**config.mk**
```make
export PLATFORM = sky130hd
export DESIGN_NAME = sd_pattern_loader_flat
export DESIGN_NICKNAME = d
export VERILOG_FILES = /design/src/rtl/sd_pattern_loader_if.sv /design/src/rtl/sd_pattern_loader.sv /design/src/flat_wrapper.sv
export SDC_FILE = /design/constraint.sdc
export NUM_CORES = 1
export LEC_CHECK = 0
export BUFFER_PORTS_ARGS = -buffer_cell sky130_fd_sc_hd__buf_2
export CAP_MARGIN = 40
export CORE_AREA = 2 2 136 138
export DETAILED_ROUTE_END_ITERATION = 12
export DIE_AREA = 0 0 138 140
export MAX_ROUTING_LAYER = met4
export SLEW_MARGIN = 20
export SYNTH_ARGS = -nofsm -noshare
export SYNTH_HDL_FRONTEND = slang
export SYNTH_SLANG_ARGS = --single-unit
```
**constraint.sdc**
```tcl
create_clock -name clk_spi -period 10.7 [get_ports clk_spi]
set_input_delay 0.535 -clock clk_spi [delete_from_list [all_inputs] [get_ports clk_spi]]
set_output_delay 0.535 -clock clk_spi [all_outputs]
set_load 0.01 [all_outputs]
```
**src/rtl/sd_pattern_loader_if.sv**
```systemverilog
// Start/busy/done handshake, SD block-reader and cell-RAM signals of the pattern loader.
// The master side is the loader itself; the slave side is its environment.
interface sd_pattern_loader_if #(
    parameter int RAM_AW = 24
);
    logic              start;
    logic [3:0]        file_id;
    logic              abort;
    logic              busy;
    logic              done;
    logic              error;
    logic [31:0]       rd_block_id;
    logic              rd_execute;
    logic [1:0]        rd_state;
    logic [8:0]        rd_byte_addr;
    logic [7:0]        rd_byte;
    logic [RAM_AW-1:0] ram_addr;
    logic              ram_data;
    logic              ram_wren;

    modport master (
        input  start, file_id, abort, rd_state, rd_byte,
        output busy, done, error, rd_block_id, rd_execute, rd_byte_addr,
               ram_addr, ram_data, ram_wren
    );

    modport slave (
        output start, file_id, abort, rd_state, rd_byte,
        input  busy, done, error, rd_block_id, rd_execute, rd_byte_addr,
               ram_addr, ram_data, ram_wren
    );
endinterface

```
**src/rtl/sd_pattern_loader.sv**
```systemverilog
// Fetches BLOCKS_PER_FILE consecutive SD blocks and unpacks every byte LSB-first
// into the 1-bit cell RAM, one cell per clk_spi cycle, starting at address 0.
//
// state    | meaning
// ---------+---------------------------------------------------
// IDLE     | waiting for start
// ISSUE    | one-cycle read command to the block reader
// WAIT_ACK | waiting for the reader to leave a stale FINISH
// WAIT_FIN | waiting for the reader to reach FINISH
// FETCH    | buffer read latency for the current byte
// WRITE    | one cell per cycle, bit 0 first, 8 cycles per byte
// DONE     | one-cycle completion pulse
module sd_pattern_loader #(
    parameter int BLOCKS_PER_FILE = 10,
    parameter int BASE_BLOCK      = 0,
    parameter int RAM_AW          = 24,
    parameter int TIMEOUT_CYCLES  = 2_500_000
) (
    input logic                 clk_spi,
    input logic                 reset,
    sd_pattern_loader_if.master bus
);
    localparam logic [1:0] RD_FINISH = 2'd2;

    typedef enum logic [2:0] {
        IDLE,
        ISSUE,
        WAIT_ACK,
        WAIT_FIN,
        FETCH,
        WRITE,
        DONE
    } state_t;

    state_t            state;
    state_t            state_next;
    logic [31:0]       block_id;
    logic [31:0]       block_cnt;
    logic [31:0]       tmo_cnt;
    logic [8:0]        byte_addr;
    logic [2:0]        bit_idx;
    logic [7:0]        byte_q;
    logic [RAM_AW-1:0] cell_addr;
    logic              err_q;

    logic accept;
    logic err_set;
    logic waiting;
    logic timeout;
    logic last_bit;
    logic last_byte;
    logic last_block;

    always_comb begin
        accept     = 1'b0;
        err_set    = 1'b0;
        state_next = state;
        waiting    = (state == WAIT_ACK) || (state == WAIT_FIN);
        timeout    = waiting && (tmo_cnt == 32'd0);
        last_bit   = (bit_idx == 3'd7);
        last_byte  = (byte_addr == 9'd511);
        last_block = (block_cnt >= 32'(BLOCKS_PER_FILE - 1));

        case (state)
            IDLE: begin
                if (bus.start) begin
                    accept     = 1'b1;
                    state_next = ISSUE;
                end
            end
            ISSUE: state_next = WAIT_ACK;
            WAIT_ACK: begin
                if (bus.rd_state != RD_FINISH) begin
                    state_next = WAIT_FIN;
                end else if (timeout) begin
                    err_set    = 1'b1;
                    state_next = IDLE;
                end
            end
            WAIT_FIN: begin
                if (bus.rd_state == RD_FINISH) begin
                    state_next = FETCH;
                end else if (timeout) begin
                    err_set    = 1'b1;
                    state_next = IDLE;
                end
            end
            FETCH: state_next = WRITE;
            WRITE: begin
                if (last_bit) begin
                    if (!last_byte)       state_next = FETCH;
                    else if (!last_block) state_next = ISSUE;
                    else                  state_next = DONE;
                end
            end
            DONE:    state_next = IDLE;
            default: state_next = IDLE;
        endcase

        // Cancel beats every other request, including a start in the same cycle.
        if (bus.abort) begin
            accept     = 1'b0;
            err_set    = 1'b0;
            state_next = IDLE;
        end
    end

    always_ff @(posedge clk_spi or posedge reset) begin
        if (reset) state <= IDLE;
        else       state <= state_next;
    end

    always_ff @(posedge clk_spi or posedge reset) begin
        if (reset) begin
            block_id  <= 32'd0;
            block_cnt <= 32'd0;
            tmo_cnt   <= 32'd0;
            byte_addr <= 9'd0;
            bit_idx   <= 3'd0;
            byte_q    <= 8'd0;
            cell_addr <= '0;
            err_q     <= 1'b0;
        end else begin
            if (accept) begin
                block_id  <= 32'(BASE_BLOCK) + 32'(bus.file_id) * 32'(BLOCKS_PER_FILE);
                block_cnt <= 32'd0;
                cell_addr <= '0;
                err_q     <= 1'b0;
            end
            if (err_set) err_q <= 1'b1;

            // Down-counter spans both wait states; terminal count means timeout.
            if (state == ISSUE)                     tmo_cnt <= 32'(TIMEOUT_CYCLES - 1);
            else if (waiting && tmo_cnt != 32'd0)   tmo_cnt <= tmo_cnt - 32'd1;

            if (state == WAIT_FIN && bus.rd_state == RD_FINISH) byte_addr <= 9'd0;

            if (state == FETCH) begin
                byte_q  <= bus.rd_byte;
                bit_idx <= 3'd0;
            end

            if (state == WRITE) begin
                cell_addr <= cell_addr + RAM_AW'(1);
                bit_idx   <= bit_idx + 3'd1;
                if (last_bit) begin
                    if (!last_byte) begin
                        byte_addr <= byte_addr + 9'd1;
                    end else if (!last_block) begin
                        block_id  <= block_id + 32'd1;
                        block_cnt <= block_cnt + 32'd1;
                    end
                end
            end
        end
    end

    assign bus.busy         = (state != IDLE) && (state != DONE);
    assign bus.done         = (state == DONE);
    assign bus.error        = err_q;
    assign bus.rd_execute   = (state == ISSUE);
    assign bus.rd_block_id  = block_id;
    assign bus.rd_byte_addr = byte_addr;
    assign bus.ram_wren     = (state == WRITE);
    assign bus.ram_data     = (state == WRITE) && byte_q[bit_idx];
    assign bus.ram_addr     = cell_addr;

endmodule
```
**src/flat_wrapper.sv**
```systemverilog
// flat-port wrapper written by rule: the top's interface ports become plain ports
module sd_pattern_loader_flat 
#(
    parameter int BLOCKS_PER_FILE = 10,
    parameter int BASE_BLOCK      = 0,
    parameter int RAM_AW          = 24,
    parameter int TIMEOUT_CYCLES  = 2_500_000
)
  (clk_spi, reset, bus_start, bus_file_id, bus_abort, bus_rd_state, bus_rd_byte, bus_busy, bus_done, bus_error, bus_rd_block_id, bus_rd_execute, bus_rd_byte_addr, bus_ram_addr, bus_ram_data, bus_ram_wren);
  sd_pattern_loader_if #(.RAM_AW(RAM_AW)) bus_i ();
  input logic clk_spi;
  input logic reset;
  input wire logic [$bits(bus_i.start)-1:0] bus_start;
  input wire logic [$bits(bus_i.file_id)-1:0] bus_file_id;
  input wire logic [$bits(bus_i.abort)-1:0] bus_abort;
  input wire logic [$bits(bus_i.rd_state)-1:0] bus_rd_state;
  input wire logic [$bits(bus_i.rd_byte)-1:0] bus_rd_byte;
  output wire logic [$bits(bus_i.busy)-1:0] bus_busy;
  output wire logic [$bits(bus_i.done)-1:0] bus_done;
  output wire logic [$bits(bus_i.error)-1:0] bus_error;
  output wire logic [$bits(bus_i.rd_block_id)-1:0] bus_rd_block_id;
  output wire logic [$bits(bus_i.rd_execute)-1:0] bus_rd_execute;
  output wire logic [$bits(bus_i.rd_byte_addr)-1:0] bus_rd_byte_addr;
  output wire logic [$bits(bus_i.ram_addr)-1:0] bus_ram_addr;
  output wire logic [$bits(bus_i.ram_data)-1:0] bus_ram_data;
  output wire logic [$bits(bus_i.ram_wren)-1:0] bus_ram_wren;
  assign bus_i.start = bus_start;
  assign bus_i.file_id = bus_file_id;
  assign bus_i.abort = bus_abort;
  assign bus_i.rd_state = bus_rd_state;
  assign bus_i.rd_byte = bus_rd_byte;
  assign bus_busy = bus_i.busy;
  assign bus_done = bus_i.done;
  assign bus_error = bus_i.error;
  assign bus_rd_block_id = bus_i.rd_block_id;
  assign bus_rd_execute = bus_i.rd_execute;
  assign bus_rd_byte_addr = bus_i.rd_byte_addr;
  assign bus_ram_addr = bus_i.ram_addr;
  assign bus_ram_data = bus_i.ram_data;
  assign bus_ram_wren = bus_i.ram_wren;
  sd_pattern_loader #(.BLOCKS_PER_FILE(BLOCKS_PER_FILE), .BASE_BLOCK(BASE_BLOCK), .RAM_AW(RAM_AW), .TIMEOUT_CYCLES(TIMEOUT_CYCLES)) u_core (.clk_spi(clk_spi), .reset(reset), .bus(bus_i));
endmodule
```
== Yosys cells after proc, flatten, opt, wreduce, memory -nomap -nowiden ==
Index checks and enable logic that the tools add are counted.

* $add $sub $neg: 6
* Multiply operators: 1
* $lt $le $gt $ge: 2
* Equal/unequal tests: 13
* Mux-type cells: 41
* Reduce and logical (&&, ||, !) cells: 15

{| class="wikitable"
|+ Operators by type and width
! cell !! number
|-
| two-way mux 32 bit || 12
|-
| adder 32 x 1 -> 32 bit, second input constant || 2
|-
| two-way mux 24 bit || 2
|-
| two-way mux 9 bit || 4
|-
| greater-or-equal comparator 32 x 4 -> 1 bit, second input constant || 1
|-
| zero test 32 bit || 1
|-
| nonzero test 32 bit || 1
|-
| subtractor 32 x 1 -> 32 bit, second input constant || 1
|-
| two-way mux 3 bit || 10
|-
| adder 24 x 1 -> 24 bit, second input constant || 1
|-
| case mux 3 bit (6 select lines) || 1
|-
| == test 3 bit, second input constant || 4
|-
| two-way mux 1 bit || 10
|-
| adder 9 x 1 -> 9 bit, second input constant || 1
|-
| == test 9 bit, second input constant || 1
|-
| nonzero test 2 bit || 4
|-
| multiplier 4 x 3 -> 7 bit, second input constant || 1
|-
| == test 3 x 2 -> 1 bit, second input constant || 2
|-
| != test 3 bit, second input constant || 2
|-
| logical AND 1 bit || 5
|-
| < comparator 3 x 4 -> 1 bit, second input constant || 1
|-
| adder 3 x 1 -> 3 bit, second input constant || 1
|-
| binary-select mux 1 bit (select 3 bit) || 1
|-
| == test 3 x 1 -> 1 bit, second input constant || 1
|-
| other kinds (8) || 8
|}

* Register bits after elaboration: 144
* Bits of input ports: 18
* Output and inout port bits: 71
* Word-level logic and storage cells: 87

== Depth between registers and ports, before layout ==
* Depth in word-level cells: 8
* Depth in mapped cells: 13
* Gate-level depth less buffers: 9

== Least setup slack after synthesis ==
Ideal clock, no wire load.

* Path type: register -> register
* Start point: reg u_core.state[1]
* End point: reg u_core.block_id[5] (netlist: u_core.bus.rd_block_id[5])
* Library setup time: 0.094 ns
* Data arrival time: 2.330 ns
* Data required time: 10.606 ns
* Path slack: 8.276 ns
* Cell stages (with the launch flop): 13
* Buffers on the path: 4
* Period minus slack after synthesis: 2.424 ns
* Cell sequence: dfrtp_1 buf_6 nand2b_4 buf_6 or2_1 buf_6 clkinv_2 and3_4 or4b_1 buf_4 nor3_2 nor3_1 a211oi_1

* Word-level cells in the longest chain between the ends: 8
* Elaborated cells between the ends (all ways): 9
* Those cells by class: eq/ne: 1; mux: 7; reduce/logical: 1

{| class="wikitable"
|+ Ends and longest elaborated chain
! element !! RTL line !! RTL
|-
| from (decl) || sd_pattern_loader.sv:35 || <nowiki>state_t state;</nowiki>
|-
| from (signal assigned) || sd_pattern_loader.sv:110 || <nowiki>else state <= state_next;</nowiki>
|-
| zero test 3 bit || sd_pattern_loader.sv:64 || <nowiki>case (state)</nowiki>
|-
| two-way mux 1 bit || sd_pattern_loader.sv:64 ||
|-
| two-way mux 1 bit || sd_pattern_loader.sv:101 || <nowiki>if (bus.abort) begin</nowiki>
|-
| two-way mux 32 bit || sd_pattern_loader.sv:124 || <nowiki>if (accept) begin</nowiki>
|-
| two-way mux 32 bit || sd_pattern_loader.sv:149 || <nowiki>end else if (!last_block) begin</nowiki>
|-
| two-way mux 32 bit || sd_pattern_loader.sv:147 || <nowiki>if (!last_byte) begin</nowiki>
|-
| two-way mux 32 bit || sd_pattern_loader.sv:146 || <nowiki>if (last_bit) begin</nowiki>
|-
| two-way mux 32 bit (*) || sd_pattern_loader.sv:143 || <nowiki>if (state == WRITE) begin</nowiki>
|-
| to (signal assigned) || sd_pattern_loader.sv:125 || <nowiki>block_id <= 32'(BASE_BLOCK) + 32'(bus.file_id) * 32'(BLOCKS_PER_FILE);</nowiki>
|-
| to (signal assigned) || sd_pattern_loader.sv:150 || <nowiki>block_id <= block_id + 32'd1;</nowiki>
|-
| to (decl) || sd_pattern_loader.sv:37 || <nowiki>logic [31:0] block_id;</nowiki>
|}

Mark *: on every way between the ends. The rest lies on a longest branch, timed or not.
A chain may end at the register's enable or synchronous reset.

== Final worst setup path ==
* Start point: reg u_core.state[1]
* End point: reg u_core.block_id[25] (netlist: u_core.bus.rd_block_id[25])

The elaborated chain is that of the path after synthesis.

==> impl_results.md <==
- Mux cell area share after synthesis: 0.0436
- Power Density: 169 mW/mm²
- Reg2Reg Launch Point: u_core.state[1]
- CTS H-Tree Depth: 4
- # IOs: 89
- Gpl congestion: about 0.89
- Worst setup EP type: flip-flop
- Primary FF master, synth: dfrtp_1
- Total power: 1.40 mW
- Count of final setup violators: 0
- Net count, final: 819
- Pre-antenna DRT Iters: 4
- Critical path depth: 8
- Worst-Skew Late Latency: 0.42 ns
- Via density: approximately 5.6
- Leakage: 3.77 nW
- Register bit total from synthesis: about 140
- Largest family of logic cells by synthesized area: simple AND/OR/NAND/NOR gates
- Synth unique cells: a little over 60
- Total number of vias: 5,716
- TritonCTS Sinks: 144
- Max_slew headroom: 0.425
- Post-synth top cells: 144 x dfrtp_1, 67 x nand2_1, 51 x nor2_1
- CP bufs+invs: 1
- First-pass GRT wire length: between 20 and 30 mm
- Height of the die: 140 µm
- Layout Skew: 0.0114 ns
- Post-synth ARST share: 1.00
- CP max FO: 16
- N_diodes: 0
- Post-route insts no fill: 1,026
- Worst reg2reg setup slack: 7.63 ns
- Sequential share of power: 0.454
- CTS tree: done
- Synthesis Warnings: 0
- Routed len/inst: between 15 and 20 µm
- Drt total wl: 16.7 mm
- Final Hold Fails: 0
- Post-synthesis adder-cell area fraction: 0.0295
- GRT Util Overall: 0.182
- Seq/Total Area, Yosys: 0.512
- Row count: 49
- Clk buf depth: 2
- Critical Path AT: 3.42 ns
- TritonCTS buffer count: 17
- Setup TNS: 0 ns
- Initial drt markers: 505
- Antenna-violating nets left: 0
- DRC errors left: 0
- Outcome: finished, final reports clean
- CP max stage cell: or4_1
- Setup Buffers After CTS: 0
- Complex-gate fraction of the synthesized area: 0.102
- Cts repair resizes: 0
- Post-Syn Area: 0.00704 mm²
- # Max-Cap Violations: 0
- Largest net degree at the start of global routing: 66
- Port Buffers: 88
- Layout area overhead: 17.8%
- Share of layout cells above drive strength 1: 0.188
- Max IR drop VDD: 115 µV
- Part of the cycle the worst path needs: 0.287
- Worst Hold Class: input port to asynchronous set/reset pin
- Worst R2R End: u_core.bus.rd_block_id[25]
- Slew Limit Fails: 0
- WS Path Type: flip-flop to flip-flop
- Worst Setup Start Kind: flip-flop
- Cell family with most CP delay: simple AND/OR/NAND/NOR gates
- Synth area leader: dfrtp_1
- Core Area: 0.0178 mm²
- Most numerous cell in the Yosys netlist: dfrtp_1
- Die area: 0.0193 mm²
- Worst-path clk slew: 0.06 ns
- HPWL Detailed: ~12 mm
- Cells after Synth: between 700 and 800
- Share of the synthesized area in the top cell type: 0.512
- Fmax achieved: 0.325 GHz
- Post-CTS Hold Buffers: 0
- Worst path cell trace: nand2b_4, or2_1, clkinv_2, and3_4, and3_1, nand3_1, or4_1, a21oi_1
- Clock power frac: 0.423
- Int Pwr: ~1.0 mW
- Fillers: approximately 1,700
- Worst EP required: 11.04 ns
- Vias in the first global route: 5,581
- Comb pwr share: 0.123
- Path depth of the worst reg2reg path: 8
- Root Driver: clkbuf_16
- Xor and xnor fraction of the mapped netlist area: 0.0348
- Area share of and/or/nand/nor cells after synthesis: 0.247
- Sw frac: 0.261
- Worst stage delay on the critical path: 0.57 ns
- Total grt overflow: 0
- EDFF count, synth: 0
- Switch Pwr: between 0.3 and 0.4 mW
- Syn avg cell area: approximately 10 µm²
- Placed Cells: between 900 and 1,000
- Least-Margin Pin Slew: 0.850 ns
- Post-layout min period: 3.07 ns
- Largest cells by area after synthesis: dfrtp_1 51%, nand2_1 3.6%, nand3_1 3.0%
- Initial antenna violation count: 0
- DIE WIDTH: ~140 µm
- RSZ-0062 raised after global routing: no
- Starting density of the core: 0.396
- Syn Nets: 735
[cell type report]
| type | instances | area, µm² | area share |
|---|---|---|---|
| clock buffers | 21 | 450 | 0.0543 |
| well taps | 229 | 287 | 0.0346 |
| clock inverters | 10 | 136 | 0.0164 |
| repair buffers | 95 | 513 | 0.0619 |
| multi-input cells | 508 | 3230 | 0.389 |
| inverters | 19 | 77.6 | 0.00935 |
| flip-flops and latches | 144 | 3600 | 0.435 |
[registers in the layout (all words and copies together), names as in the netlist]
name and count:
u_core.bus.rd_byte_addr 9, u_core.block_cnt 32, u_core.bit_idx 3, u_core.state 3, u_core.tmo_cnt 32, u_core.bus.ram_addr 24
u_core.bus.error 1, u_core.bus.rd_block_id 32, u_core.byte_q 8
[layer usage]
layer / wire, µm / part of all wire / global-route usage
met1: 7910 / 0.47 / 0.243
met2: 7650 / 0.46 / 0.270
met5: 0 / 0 / -
met4: 259 / 0.016 / 0.0602
met3: 843 / 0.051 / 0.0496
[worst max-delay path by stage]
stage                         start                         end  slack (ns)
detailed placement  u_core.state[1]  u_core.bus.rd_block_id[25]        7.68
global placement    u_core.state[1]  u_core.bus.rd_block_id[25]        7.85
CTS                 u_core.state[1]  u_core.bus.rd_block_id[25]        7.64
floorplan                     reset           u_core.bit_idx[0]        6.30
finish              u_core.state[1]  u_core.bus.rd_block_id[25]        7.63
global route        u_core.state[0]  u_core.bus.rd_block_id[29]        7.35
[stage by stage]
stage                     hold WS [ns]  area, µm²  setup slack, ns  utilization
final                            0.197       8290             7.63        0.466
after global routing             0.239       8290             7.35        0.466
after global placement           0.468       7670             7.85        0.432
after CTS                        0.215       8290             7.64        0.466
after detailed placement         0.472       7710             7.68        0.433
after floorplan                  0.446       7040             6.30            -
[cells by family after synthesis]
group                    after synthesis
AO/OA/AOI/OAI                        113
XOR/XNOR                              28
adder cells (fa/ha/maj)               16
buffers and inverters                 49
flip-flops                           144
multiplexers                          27
AND/OR/NAND/NOR                      324
[placed cells by master (no fill, tap or decap), types with 9 or more instances in the layout]
master,count
a21oi_1,20
and2_1,33
and3_1,12
buf_2,88
clkbuf_16,17
dfrtp_1,144
ha_1,15
inv_1,15
mux2_2,9
mux2i_1,16
nand2_1,67
nand3_1,42
nand4_1,20
nor2_1,51
nor3_1,26
nor4_1,19
o211ai_1,14
o21ai_0,22
o21ai_1,15
o31ai_1,19
or3_1,10
or4_1,10
xnor2_1,16
xor2_1,12
[power by group through the flow]
stage / combinational [mW] / clock (mW) / sequential, mW
final: 0.172 / 0.592 / 0.636
after global routing: 0.194 / 0.630 / 0.644
after CTS: 0.175 / 0.606 / 0.636
after detailed placement: 0.173 / 0 / 0.646
after global placement: 0.167 / 0 / 0.641
after floorplan: 0.107 / 0 / 0.642
(Power assumes the default switching activity.)
